--- config.mk ---
export PLATFORM = sky130hd
export DESIGN_NAME = fir_cfg_ctrl
export DESIGN_NICKNAME = d
export VERILOG_FILES = /design/src/rtl/fir_pkg.sv /design/src/rtl/fir_rate_div.sv /design/src/rtl/fir_cfg_ctrl.sv
export SDC_FILE = /design/constraint.sdc
export NUM_CORES = 1
export LEC_CHECK = 0
export ABC_AREA = 1
export BUFFER_PORTS_ARGS = -buffer_cell sky130_fd_sc_hd__buf_2
export CORE_MARGIN = 1
export CORE_UTILIZATION = 52
export CTS_CLUSTER_DIAMETER = 200
export DETAILED_ROUTE_END_ITERATION = 8
export GPL_ROUTABILITY_DRIVEN = 0
export PLACE_DENSITY_LB_ADDON = 0.25
export SLEW_MARGIN = 20
export SYNTH_ARGS = -nofsm -noshare
export SYNTH_HDL_FRONTEND = slang
export SYNTH_HIERARCHICAL = 1
export SYNTH_SLANG_ARGS = --single-unit
--- constraint.sdc ---
create_clock -name clk -period 2.18 [get_ports clk]
set_input_delay 0.109 -clock clk [delete_from_list [all_inputs] [get_ports clk]]
set_output_delay 0.109 -clock clk [all_outputs]
set_load 0.02 [all_outputs]
--- src/rtl/fir_pkg.sv ---
// Shared encodings for the FIR configuration controller: command codes,
// the error acknowledge byte and the frame FSM state enumeration.
package fir_pkg;

    localparam logic [1:0] CMD_NOP   = 2'b00;
    localparam logic [1:0] CMD_WCOEF = 2'b01;
    localparam logic [1:0] CMD_WDIV  = 2'b10;
    localparam logic [1:0] CMD_CLEAR = 2'b11;

    localparam logic [7:0] ACK_ERR = 8'hEE;

    typedef enum logic [2:0] {
        ST_IDLE,
        ST_DATA,
        ST_WRITE,
        ST_CLEAR,
        ST_ACK
    } state_t;

endpackage

--- src/rtl/fir_rate_div.sv ---
// Sample-rate divider: holds the divider value and a free-running counter
// that wraps at the divider value, producing a one-cycle sample_en strobe.
// A divider write restarts the count so the first new strobe lands
// div_new+1 cycles after the write cycle.
module fir_rate_div
    import fir_pkg::*;
#(
    parameter int DIV_W   = 16,
    parameter int DIV_RST = 0
) (
    input  logic             clk,
    input  logic             nRst,
    input  logic             div_we,
    input  logic [DIV_W-1:0] div_data,
    output logic             sample_en
);

    logic [DIV_W-1:0] div_q, div_d;
    logic [DIV_W-1:0] cnt_q, cnt_d;
    logic             se_q;

    // Next divider value and counter: wrap at div, restart on a divider write.
    always_comb begin
        div_d = div_q;
        cnt_d = (cnt_q == div_q) ? '0 : cnt_q + 1'b1;
        if (div_we) begin
            div_d = div_data;
            cnt_d = '0;
        end
    end

    // Strobe is registered from the next-state compare so it lines up with
    // the counter value it represents.
    always_ff @(posedge clk or negedge nRst) begin
        if (!nRst) begin
            div_q <= DIV_W'(DIV_RST);
            cnt_q <= '0;
            se_q  <= 1'b0;
        end else begin
            div_q <= div_d;
            cnt_q <= cnt_d;
            se_q  <= (cnt_d == div_d);
        end
    end

    assign sample_en = se_q;

endmodule

--- src/rtl/fir_cfg_ctrl.sv ---
// UART-side configuration controller for the FIR datapath. Parses header +
// payload frames from the receive byte stream, writes coefficient registers
// or the sample divider, sweeps the coefficient bank on CLEAR, and returns
// one acknowledge byte per frame.
module fir_cfg_ctrl
    import fir_pkg::*;
#(
    parameter int NTAPS   = 16,
    parameter int DW      = 32,
    parameter int DIV_W   = 16,
    parameter int DIV_RST = 0,
    parameter int TIMEOUT = 50000
) (
    input  logic                     clk,
    input  logic                     nRst,
    input  logic                     rx_valid,
    input  logic [7:0]               rx_data,
    output logic                     ack_valid,
    output logic [7:0]               ack_data,
    input  logic                     ack_ready,
    output logic                     coef_we,
    output logic [$clog2(NTAPS)-1:0] coef_addr,
    output logic [DW-1:0]            coef_data,
    output logic                     sample_en,
    output logic                     busy,
    output logic                     err
);

    localparam int AW = $clog2(NTAPS);
    localparam int TW = $clog2(TIMEOUT + 1);
    localparam int CW = $clog2(NTAPS + 1);

    state_t           state_q;
    logic [7:0]       hdr_q;
    logic [23:0]      shift_q;
    logic [1:0]       bcnt_q;
    logic [TW-1:0]    tcnt_q;
    logic [CW-1:0]    clr_q;
    logic             bad_q;
    logic             coef_we_q;
    logic [AW-1:0]    coef_addr_q;
    logic [DW-1:0]    coef_data_q;
    logic             div_we_q;
    logic [DIV_W-1:0] div_data_q;
    logic             ack_valid_q;
    logic [7:0]       ack_data_q;
    logic             err_q;

    logic [31:0]      word_w;
    logic             addr_ok_w;

    // Full payload word as it stands once the current byte is shifted in.
    assign word_w    = {shift_q, rx_data};
    assign addr_ok_w = ({1'b0, hdr_q[5:0]} < 7'(NTAPS));

    // Frame FSM with registered strobes and acknowledge outputs.
    always_ff @(posedge clk or negedge nRst) begin
        if (!nRst) begin
            state_q     <= ST_IDLE;
            hdr_q       <= '0;
            shift_q     <= '0;
            bcnt_q      <= '0;
            tcnt_q      <= '0;
            clr_q       <= '0;
            bad_q       <= 1'b0;
            coef_we_q   <= 1'b0;
            coef_addr_q <= '0;
            coef_data_q <= '0;
            div_we_q    <= 1'b0;
            div_data_q  <= '0;
            ack_valid_q <= 1'b0;
            ack_data_q  <= '0;
            err_q       <= 1'b0;
        end else begin
            coef_we_q <= 1'b0;
            div_we_q  <= 1'b0;
            err_q     <= 1'b0;
            case (state_q)
                ST_IDLE: begin
                    if (rx_valid) begin
                        hdr_q <= rx_data;
                        case (rx_data[7:6])
                            CMD_NOP: begin
                                ack_valid_q <= 1'b1;
                                ack_data_q  <= rx_data;
                                state_q     <= ST_ACK;
                            end
                            CMD_CLEAR: begin
                                coef_we_q   <= 1'b1;
                                coef_addr_q <= '0;
                                coef_data_q <= '0;
                                clr_q       <= CW'(1);
                                state_q     <= ST_CLEAR;
                            end
                            default: begin
                                bcnt_q  <= '0;
                                tcnt_q  <= '0;
                                state_q <= ST_DATA;
                            end
                        endcase
                    end
                end
                ST_DATA: begin
                    if (rx_valid) begin
                        shift_q <= word_w[23:0];
                        tcnt_q  <= '0;
                        bcnt_q  <= bcnt_q + 1'b1;
                        if (bcnt_q == 2'd3) begin
                            state_q <= ST_WRITE;
                            bad_q   <= 1'b0;
                            if (hdr_q[7:6] == CMD_WCOEF) begin
                                if (addr_ok_w) begin
                                    coef_we_q   <= 1'b1;
                                    coef_addr_q <= hdr_q[AW-1:0];
                                    coef_data_q <= word_w;
                                end else begin
                                    bad_q <= 1'b1;
                                end
                            end else begin
                                div_we_q   <= 1'b1;
                                div_data_q <= word_w[DIV_W-1:0];
                            end
                        end
                    end else if (tcnt_q == TW'(TIMEOUT - 1)) begin
                        // Stalled frame: drop the partial word, no acknowledge.
                        err_q   <= 1'b1;
                        state_q <= ST_IDLE;
                    end else begin
                        tcnt_q <= tcnt_q + 1'b1;
                    end
                end
                ST_WRITE: begin
                    err_q       <= bad_q | rx_valid;
                    ack_valid_q <= 1'b1;
                    ack_data_q  <= bad_q ? ACK_ERR : hdr_q;
                    state_q     <= ST_ACK;
                end
                ST_CLEAR: begin
                    err_q <= rx_valid;
                    if (clr_q == CW'(NTAPS)) begin
                        ack_valid_q <= 1'b1;
                        ack_data_q  <= hdr_q;
                        state_q     <= ST_ACK;
                    end else begin
                        coef_we_q   <= 1'b1;
                        coef_addr_q <= clr_q[AW-1:0];
                        coef_data_q <= '0;
                        clr_q       <= clr_q + 1'b1;
                    end
                end
                ST_ACK: begin
                    err_q <= rx_valid;
                    if (ack_ready) begin
                        ack_valid_q <= 1'b0;
                        state_q     <= ST_IDLE;
                    end
                end
                default: state_q <= ST_IDLE;
            endcase
        end
    end

    fir_rate_div #(
        .DIV_W   (DIV_W),
        .DIV_RST (DIV_RST)
    ) u_rate_div (
        .clk       (clk),
        .nRst      (nRst),
        .div_we    (div_we_q),
        .div_data  (div_data_q),
        .sample_en (sample_en)
    );

    assign ack_valid = ack_valid_q;
    assign ack_data  = ack_data_q;
    assign coef_we   = coef_we_q;
    assign coef_addr = coef_addr_q;
    assign coef_data = coef_data_q;
    assign busy      = (state_q != ST_IDLE);
    assign err       = err_q;

endmodule

======== Word-level counts from Yosys, hierarchy flattened ========
Index checks and enable logic that the tools add are counted.
cells by class
  add/subtract/negate cells ............... 4
  $lt $le $gt $ge ......................... 1
  equal/unequal tests ..................... 25
  multiplexer cells ....................... 67
  bitwise logic cells ..................... 2
  reduce and logical (&&, ||, !) cells .... 21
operator list
  operator                                                                      number
  32-bit two-way mux                                                            7
  16-bit two-way mux                                                            7
  32-bit one-hot mux with 3 select lines                                        1
  16-bit by 1-bit adder with 16-bit output, second input constant               2
  16-bit equality test                                                          2
  8-bit two-way mux                                                             4
  16-bit one-hot mux with 2 select lines                                        1
  4-bit two-way mux                                                             7
  8-bit one-hot mux with 3 select lines                                         1
  4-bit AND reduction                                                           5
  1-bit two-way mux                                                             19
  3-bit two-way mux                                                             6
  2-bit inequality test, second input constant                                  9
  16-bit equality test, second input constant                                   1
  5-bit two-way mux                                                             3
  3-bit one-hot mux with 5 select lines                                         1
  4-bit one-hot mux with 3 select lines                                         1
  5-bit one-hot mux with 2 select lines                                         1
  5-bit AND reduction                                                           2
  3-bit inequality test, second input constant                                  3
  3-bit nonzero test                                                            3
  8-bit AND reduction                                                           1
  3-bit by 2-bit equality test with 1-bit output, second input constant         2
  6-bit by 5-bit less-than comparator with 1-bit output, second input constant  1
  22 further kinds                                                              30
storage, ports and cells
  register bits after elaboration ......... 156
  input bits .............................. 12
  output and inout bits ................... 49
  logic and storage cells ................. 138

======== Depth between registers and ports, before layout ========
Gate-level depths: netlist of run 1.
  depth after elaboration ................. 6
  mapped depth ............................ 16
  depth with buffers taken out ............ 15

======== Modules after synthesis ========
The synthesis of run 1 kept the hierarchy.
modules (own cells, without submodules)
  module        instances  cells each  area an instance (um^2)  sequential area each (um^2)
  fir_cfg_ctrl  1          662         5,655.4                  3,078.0
  fir_rate_div  1          360         2,242.2                  825.8

======== Least setup slack after synthesis of run 1 ========
No wires, ideal clock.
  kind .................................... reg2reg
  start point ............................. reg u_rate_div.cnt_q[0]
  end point ............................... reg u_rate_div.se_q (netlist: u_rate_div/sample_en)
  library setup time ...................... 71 ps
  arrival time ............................ 1,529 ps
  data required time ...................... 2,109 ps
  path slack .............................. 579 ps
  stages on the path, launching flop included .. 16
  buffers on the path ..................... 0
  period minus slack after synthesis ...... 1,601 ps
  cell sequence ........................... dfrtp_1 > ha_1 > nand2_1 > nor2_2 > nand2_1 > o21ai_1 > nand2_1 > clkinv_1 > nand3_2 > nand2_1 > nand2_1 > inv_1 > nand2_1 > nor2_1 > nand2_1 > nor2_1
on the way
  cells in the longest elaborated chain, start to end .. 4
  elaborated cells between the ends (all ways) .. 5
  classes of those cells .................. add/sub: 1; eq/ne: 2; mux: 2
RTL lines
  item                                                                                     RTL line            RTL
  start, declared                                                                          fir_rate_div.sv:19  logic [DIV_W-1:0] cnt_q, cnt_d;
  start signal, assigned                                                                   fir_rate_div.sv:41  cnt_q <= cnt_d;
  16-bit by 1-bit adder with 16-bit output / 16-bit equality test (equally long branches)  fir_rate_div.sv:25  cnt_d = (cnt_q == div_q) ? '0 : cnt_q + 1'b1;
  16-bit two-way mux *                                                                     fir_rate_div.sv:25
  16-bit two-way mux *                                                                     fir_rate_div.sv:26  if (div_we) begin
  16-bit equality test *                                                                   fir_rate_div.sv:42  se_q <= (cnt_d == div_d);
  end signal, assigned                                                                     fir_rate_div.sv:42
  end, declared                                                                            fir_rate_div.sv:20  logic se_q;
Every way passes the cells marked *; elsewhere a longest branch is shown, timed or not.
A chain may end at the register's enable or synchronous reset.

======== Worst setup path after layout of run 1 ========
  start point ............................. reg u_rate_div.cnt_q[3]
  end point ............................... reg u_rate_div.se_q (netlist: u_rate_div/sample_en)
Same word-level chain as after synthesis.

==> impl_metrics.toml, run 1 <==
[sta]
slew_violations = 0
rsz0062_at_grt = "false"
timing.fmax_mhz = 516
setup_viol = 0
skew_ps = 10.9
hold_viol = 0
slew_headroom = 0.625
tightest_slew_ps = 562
fin_crit_ps = 1940
setup_ws_ps = 243
fin_crit_sh = 0.889
setup_tns_ps = 0

[setup_path]
crit_fanout = 30
cp.required_ps = 2530
end_kind = "flop"
reg2reg_from = "u_rate_div/cnt_q[3]"
setup.worst_path.start = "u_rate_div/cnt_q[3]"
arrival_ps = 2290
reg2reg_slack_ps = 240
startpoint_type = "flop"
path_class = "flop to flop"

[logic_synthesis]
synth-main-ff-cell = "dfrtp_1"
synth.avg_cell_area_um2 = 7.73
async_reset_ff_frac = 1.00
synth_edf_count = 0
syn_inst = 1022
synth-seq-cells = 156
ys_seq_area_frac = 0.494
yosysWarnings = 6
yosysUniqueCellTypes = 34
syn_nets = 1042
netlist_area_um2 = 7900

[run]
max-cap-violations = 0

[route]
wl_per_cell_um = 14.0
via_count = 6722
drt_iter0_markers = 475
drc = 0
dr.pass1.iters = 5
antenna_left = 0
viasPerCell = 5.24
wl_um = 18000

[floorplanning]
coreArea_um2 = 14700
die_area_um2 = 15700
ios = 61
die_w_um = 125
start_util = 0.537
row_count = 44
die_h_um = 125

[cells_and_area]
area.growth.synth_to_final_pct = 14.0
drive_above_1_share = 0.152
final_area_um2 = 9000
diodes = 0
fillerInstances = 1312
final_nets = 1107

[grt]
grt-ovfl-total = 0
grt_pass1_wl_um = 31200
grt_max_degree = 58
grt_usage = 0.249
grt_pass1_vias = 6265
antenna_found_initial = 0

[placement]
preCtsSetupSlack_ps = 132
place_area_um2 = 8300
place.detailed.hpwl_um = 12500
portBuffers = 60

[clocking]
clk_latency_ps = 420
cts_max_level = 4
clockRootBuffer = "clkbuf_16"
clk_pin_slew_ps = 60
cts_made_buffers = 17
postCtsSetupBuffers = 0
clock_path_buffers = 2
cts_tree = "yes"
cts.sinks = 156

[worst_hold_path]
hp-class = "primary input to flop"
hold_start = "rx_valid"

[pwr]
p_per_area_nw_per_um2 = 1330
peakVddDrop_v = 0.000762
cellLeakagePower_uw = 0.00490

[run_status]
status = "finished clean"
cells in the mapped netlist (6+ instances only):
cell	instances	area, µm²
nand2_1	327	1230
dfrtp_1	156	3900
nand3_1	109	546
inv_1	108	405
o21ai_0	79	395
nor2_1	66	248
nand4_1	21	131
inv_2	20	75.1
o21ai_1	20	100
or2_2	14	87.6
buf_6	12	135
clkbuf_1	11	41.3
nand2_2	11	68.8
buf_2	10	50.1
ha_1	8	100
xor2_1	6	52.6
path summary, 6_finish.rpt:
path	endpoint	cells after the start
setup / recovery	u_rate_div/sample_en	14
hold / removal	err	3
setup reg to reg	u_rate_div/sample_en	14
hold reg to reg	shift_q[16]	2
max in group asynchronous	u_rate_div/div_q[13]	3
min in group asynchronous	tcnt_q[13]	2
where the power goes:
part	leakage (µW)	total, µW	internal [µW]	switching, µW
combinational	0.00254	4390	1380	3010
sequential	0.00207	4610	3880	729
clock	0.000289	2920	1690	1230
per-stage QoR:
step	cells	hold WS (ps)	util	power, µW
after floorplan	1022	-187	-	7770
after global placement	1242	112	0.565	8900
after detailed placement	1242	123	0.565	9000
after CTS	1284	107	0.612	12000
after global routing	1284	139	0.612	12800
final	1284	114	0.612	11900
sequential cells by signal (all words and copies together), names as in the netlist, 4 cells and up:
| register | cells |
|---|---|
| coef_data | 32 |
| clr_q | 5 |
| ack_data | 8 |
| div_data_q | 16 |
| hdr_q | 8 |
| u_rate_div/div_q | 16 |
| shift_q | 24 |
| u_rate_div/cnt_q | 16 |
| tcnt_q | 16 |
| coef_addr | 4 |
critical path, cell delays in order (launching register included):
cell and delay, ps:
dfrtp_1 430, inv_2 70, nand2_1 60, nand2_1 50, nor2_1 80, nand2_1 80, nor2_2 180, nand2_4 230
nand2_1 150, nand2_1 70, nand2_1 80, nand3_1 80, nor2_1 150, nand2_1 70, nor2_1 80
kinds of logic (layout without fill, tap and decap cells):
family                     after synthesis  in the layout  share of synthesized area
and+or+nand+nor                        568            568                      0.314
buffers and inverters                  167            245                     0.0932
DFF                                    156            156                      0.494
AOI/OAI and AO/OA                      113            113                     0.0746
xor gates and xnor gates                 9              9                    0.00998
adders and majority gates                8              8                     0.0127
muxes                                    1              1                    0.00127
per-layer routing:
layer  GRT usage  part of all wire
met4      0.0667             0.013
met5           0                 0
met1       0.364              0.48
met2       0.384              0.45
met3      0.0432             0.055
cell type report:
| class | count | area (µm²) | area share |
|---|---|---|---|
| timing repair buffer | 80 | 507 | 0.0563 |
| tap | 184 | 230 | 0.0256 |
| clock inverter | 12 | 125 | 0.0139 |
| clock buffer | 20 | 467 | 0.0519 |
| sequential | 156 | 3900 | 0.434 |
| inverter | 133 | 502 | 0.0557 |
| multi-input combinational | 699 | 3270 | 0.363 |
what timing repair did:
item,in CTS,in global routing
resized for setup,0,2
hold endpoints to repair,63,0
hold buffers,10,0
endpoints found under the setup margin,0,1
cells in the final DEF, fill, tap and decap left out, types with 5 or more instances in the layout:
| cell type | instances |
|---|---|
| buf_2 | 59 |
| buf_4 | 8 |
| clkbuf_16 | 17 |
| dfrtp_1 | 156 |
| dlygate4sd3_1 | 10 |
| ha_1 | 8 |
| inv_1 | 108 |
| inv_2 | 20 |
| inv_6 | 6 |
| nand2_1 | 326 |
| nand2_2 | 11 |
| nand2_4 | 5 |
| nand3_1 | 109 |
| nand4_1 | 21 |
| nor2_1 | 66 |
| nor2_2 | 5 |
| o21ai_0 | 79 |
| o21ai_1 | 20 |
| or2_2 | 14 |
| xor2_1 | 6 |
Power figures use the tool's default switching activity.
==> run 2: changes to the inputs <==
==> constraint.sdc (replaced) <==
create_clock -name clk -period 2.2 [get_ports clk]
set_input_delay 0.11 -clock clk [delete_from_list [all_inputs] [get_ports clk]]
set_output_delay 0.11 -clock clk [all_outputs]
set_load 0.02 [all_outputs]
==> run 2 against run 1 <==
  * Critical path depth decreased by 1
  * Via count increased by 0.51%
  * Count of clock-buffer cells in the layout fell by 1
  * Die area unchanged
  * Worst hold slack got worse by 17 ps
  * Clock power is 5% lower
  * Flip-flop and latch count unchanged
  * Combinational power down 0.9%
==> impl_metrics.toml, run 2 (same netlist as run 1, synthesis figures left out) <==
[cells_and_area]
final_common_cell = "nand2_1"
final_nets = 1107
final_area_um2 = 8960
area.growth.synth_to_final_pct = 13.5
fillerInstances = 1292
largest_register_ffs = 32
drive_above_1_share = 0.151
diodes = 0
layout_common_cells = "327 x nand2_1, 156 x dfrtp_1, 109 x nand3_1"

[setup_path]
cp.required_ps = 2550
crit_slowest_cell = "dfrtp_1"
startpoint_type = "flop"
end_kind = "flop"
arrival_ps = 2310
cp_cell_sequence = "nand3_1 -> inv_2 -> nand2_1 -> clkinv_1 -> nand2_1 -> nand2_1 -> nor2_1 -> nand3_1 -> nand2_1 -> nand3_1 -> nor2_1 -> nand2_1 -> nor2_1"
path_common_cell = "nand2_1"
crit_fanout = 6
max_stage_delay_ps = 440
path_class = "flop to flop"

[route]
antenna_left = 0
drc = 0
drt_iter0_markers = 480
viasPerCell = 5.26
wl_um = 18000
maxUsedRoutingLayer = "met4"
via_count = 6756
dr.pass1.iters = 6
wirelength_met1_um = 8580
wl_met2_um = 8110
wl_per_cell_um = 14.0
met3WireLength_um = 1060

[pwr]
p_per_area_nw_per_um2 = 1300
internal_power_uw = 6740
peakVddDrop_v = 0.000772
power.share.clock = 0.236
cellLeakagePower_uw = 0.00488
switching_share = 0.422
pwr-share-comb = 0.373
power_frac_seq = 0.391
switchingPower_uw = 4920

[floorplanning]
ios = 61
row_count = 44
die_w_um = 125
die_area_um2 = 15700
coreArea_um2 = 14700
die_h_um = 125
start_util = 0.537

[grt]
grt_pass1_vias = 6374
grt_usage = 0.246
grt-ovfl-total = 0
grt_pass1_wl_um = 30900
grt_max_degree = 57
antenna_found_initial = 0

[clocking]
clockRootBuffer = "clkbuf_16"
postCtsSetupBuffers = 0
cts_made_buffers = 17
clk_pin_slew_ps = 60
clock_path_buffers = 2
clk_latency_ps = 420
cts_max_level = 4
cts_tree = "yes"
cts.sinks = 156

[sta]
setup_viol = 0
fin_crit_sh = 0.888
hold_viol = 0
rsz0062_at_grt = "false"
skew_ps = 10.6
tightest_slew_ps = 555
setup_tns_ps = 0
slew_headroom = 0.629
timing.fmax_mhz = 512
fin_crit_ps = 1950
slew_violations = 0

[placement]
place.detailed.hpwl_um = 12500
portBuffers = 60
place_area_um2 = 8300

[worst_hold_path]
hp-class = "primary input to flop"

[run]
max-cap-violations = 0

[run_status]
status = "finished clean"
==> run 2: changes by cell type in the layout (fill, tap and decap cells not counted) <==
cell / change
clkinv_4: -1
nand2_1: +1
inv_6: +1
clkbuf_8: -1
bufinv_16: -1
nand2_2: -1
clkinv_2: +2
==> run 2: cell type report <==
cell class / instances / area (µm²) / share of cell area
Sequential cell: 156 / 3900 / 0.436
Multi-Input combinational cell: 699 / 3260 / 0.364
Timing Repair Buffer: 80 / 507 / 0.0565
Inverter: 133 / 502 / 0.0560
Clock buffer: 19 / 453 / 0.0505
Tap cell: 184 / 230 / 0.0257
Clock inverter: 13 / 105 / 0.0117
==> run 2: path summary, 6_finish.rpt <==
path	slack [ps]	from	cells after the start	to
max	250	u_rate_div/cnt_q[2]	13	u_rate_div/sample_en
max in group asynchronous	1280	nRst	3	u_rate_div/div_q[11]
min	100	rx_valid	3	err
min in group asynchronous	220	nRst	2	tcnt_q[14]
min reg2reg	470	shift_q[16]	2	shift_q[16]
max reg2reg	250	u_rate_div/cnt_q[2]	13	u_rate_div/sample_en
==> run 2: layer usage <==
metal,vias to the layer above,global-route usage
li1,3374,-
met1,3153,0.359
met2,205,0.376
met3,24,0.0415
met4,0,0.0796
met5,-,0
==> run 2: worst max-delay path, delay by kind of cell, from the launching register on <==
kind,cells,cell delay (ps)
buffers and inverters,2,190
flip-flops,1,440
AND/OR/NAND/NOR,11,1260
==> run 2: power groups by stage <==
| stage | Clock (µW) | Sequential [µW] | Combinational, µW |
|---|---|---|---|
| finish | 2760 | 4560 | 4350 |
| global route | 2940 | 4690 | 4950 |
| CTS | 2800 | 4550 | 4370 |
| detailed placement | 0 | 4590 | 4330 |
| global placement | 0 | 4570 | 4260 |
| floorplan | 0 | 4870 | 2830 |
==> run 2: through the flow <==
stage,total power (µW),utilization,worst slack [ps],cells,hold WS (ps)
2_1_floorplan,7700,-,599,1022,-186
3_3_place_gp,8820,0.565,185,1242,110
3_5_place_dp,8910,0.565,172,1242,118
4_1_cts,11700,0.609,159,1284,91.2
5_1_grt,12600,0.610,64.9,1284,113
6_report,11700,0.610,246,1284,97.5
==> run 2: what timing repair did <==
item / in CTS / in global routing
hold endpoints to repair: 62 / 0
hold buffers: 10 / 0
endpoints found under the setup margin: 0 / 1
resized for setup: 0 / 1
==> run 3: changes to the inputs <==
--- a/config.mk
+++ b/config.mk
@@ -8,11 +8,11 @@
 export ABC_AREA = 1
 export BUFFER_PORTS_ARGS = -buffer_cell sky130_fd_sc_hd__buf_2
 export CORE_MARGIN = 1
-export CORE_UTILIZATION = 52
+export CORE_UTILIZATION = 40
 export CTS_CLUSTER_DIAMETER = 200
 export DETAILED_ROUTE_END_ITERATION = 8
 export GPL_ROUTABILITY_DRIVEN = 0
-export PLACE_DENSITY_LB_ADDON = 0.25
+export PLACE_DENSITY = 0.64
 export SLEW_MARGIN = 20
 export SYNTH_ARGS = -nofsm -noshare
 export SYNTH_HDL_FRONTEND = slang
==> run 3 against run 2 <==
  * Critical endpoint unchanged
  * Die area rose by 29%
  * Core utilization fell by 14 points
  * Critical path type unchanged
  * Worst hold slack improved by 19 ps
  * Register-to-register slack improved by 20 ps
==> impl_metrics.toml, run 3 (same netlist as run 1, synthesis figures left out) <==
[cells_and_area]
fillerInstances = 1999
register_area_um2 = 3900
drive_above_1_share = 0.150
multi_input_area_um2 = 3260
area.growth.synth_to_final_pct = 15.0
largest_register_ffs = 32
layout_common_cells = "327 x nand2_1, 156 x dfrtp_1, 109 x nand3_1"
final_nets = 1106
final_common_cell = "nand2_1"
fin_cells = 1364
diodes = 0

[sta]
slew_headroom = 0.620
hold_viol = 0
setup_viol = 0
skew_ps = 10.5
hold_ws_ps = 117
rsz0062_at_grt = "false"
timing.fmax_mhz = 516
fin_crit_sh = 0.880
tightest_slew_ps = 567
fin_crit_ps = 1940
slew_violations = 0
setup_tns_ps = 0

[run_status]
status = "finished clean"

[setup_path]
crit_slowest_cell = "dfrtp_1"
startpoint_type = "flop"
reg2reg_slack_ps = 260
cp.required_ps = 2550
crit_fanout = 5
arrival_ps = 2290
cp_cell_sequence = "ha_1 -> nand2_1 -> nor2_2 -> nand2_1 -> xor2_1 -> nor2_1 -> nand3_1 -> nand2_1 -> nand3_1 -> nor2_1 -> nand2_1 -> nor2_1"
max_stage_delay_ps = 410
end_kind = "flop"
path_class = "flop to flop"
path_common_cell = "nand2_1"

[clocking]
clk_latency_ps = 430
cts_max_level = 4
clock_path_buffers = 2
clk_pin_slew_ps = 60
clockRootBuffer = "clkbuf_16"
postCtsSetupBuffers = 0
cts.sinks = 156
cts_made_buffers = 17
cts_tree = "yes"

[grt]
grt_max_degree = 56
grt_pass1_wl_um = 31100
antenna_found_initial = 0
grt-ovfl-total = 0
grt_usage = 0.195
grt_pass1_vias = 6234

[placement]
placed_cells = 1322
place.detailed.hpwl_um = 13000
portBuffers = 60

[route]
via_count = 6640
viasPerCell = 4.87
dr.pass1.iters = 5
wl_per_cell_um = 13.6
drt_iter0_markers = 432
drc = 0
antenna_left = 0
wl_um = 18600

[run]
max-cap-violations = 0

[worst_hold_path]
hp-class = "primary input to flop"

[pwr]
cellLeakagePower_uw = 0.00489
peakVddDrop_v = 0.000992
p_per_area_nw_per_um2 = 1300
total_power_uw = 11800

[floorplanning]
coreArea_um2 = 19400
die_h_um = 143
row_count = 51
ios = 61
start_util = 0.407
die_w_um = 143
die_area_um2 = 20300
-- run 3: path summary, 6_finish.rpt --
kind | cells past startpoint | startpoint | end
setup / recovery | 12 | u_rate_div/cnt_q[0] | u_rate_div/sample_en
hold / removal | 3 | rx_valid | err
setup reg to reg | 12 | u_rate_div/cnt_q[0] | u_rate_div/sample_en
hold reg to reg | 2 | ack_data[2] | ack_data[2]
max in group asynchronous | 3 | nRst | u_rate_div/cnt_q[13]
min in group asynchronous | 2 | nRst | tcnt_q[14]
-- run 3: stage by stage --
step	util	cell area, µm²	worst slack [ps]
2_1_floorplan	-	7900	599
3_3_place_gp	0.433	8390	225
4_1_cts	0.468	9080	128
3_5_place_dp	0.433	8390	201
6_report	0.468	9080	263
5_1_grt	0.468	9080	51.8
-- run 3: worst max-delay path: cells and delay by family, from the launching register on --
kind	cells	cell delay [ps]
DFF	1	410
xor gates and xnor gates	1	160
adders and majority gates	1	210
and+or+nand+nor	10	1100
-- run 3: metal layers --
layer / vias to the layer above / wire length, µm / GRT usage
li1: 3365 / - / -
met1: 3124 / 9260 / 0.276
met2: 137 / 8480 / 0.308
met3: 14 / 729 / 0.0367
met4: 0 / 147 / 0.0515
met5: - / 0 / 0
-- run 3: power breakdown --
| part | switching [µW] | internal (µW) |
|---|---|---|
| Sequential | 728 | 3840 |
| Clock | 1280 | 1630 |
| Combinational | 2980 | 1370 |
| Total | 4990 | 6840 |
-- run 3: final cells by class --
class,count,share of cell area
Inverter,133,0.0552
Sequential cell,156,0.430
Multi-Input combinational cell,699,0.359
Clock inverter,14,0.0161
Tap cell,265,0.0365
Clock buffer,18,0.0483
Timing Repair Buffer,79,0.0550
-- run 3: repair_timing --
| item | in CTS | in global routing |
|---|---|---|
| hold buffers | 10 | 0 |
| endpoints found under the setup margin | 0 | 1 |
| hold endpoints to repair | 63 | 0 |
| gates resized for setup | 0 | 1 |
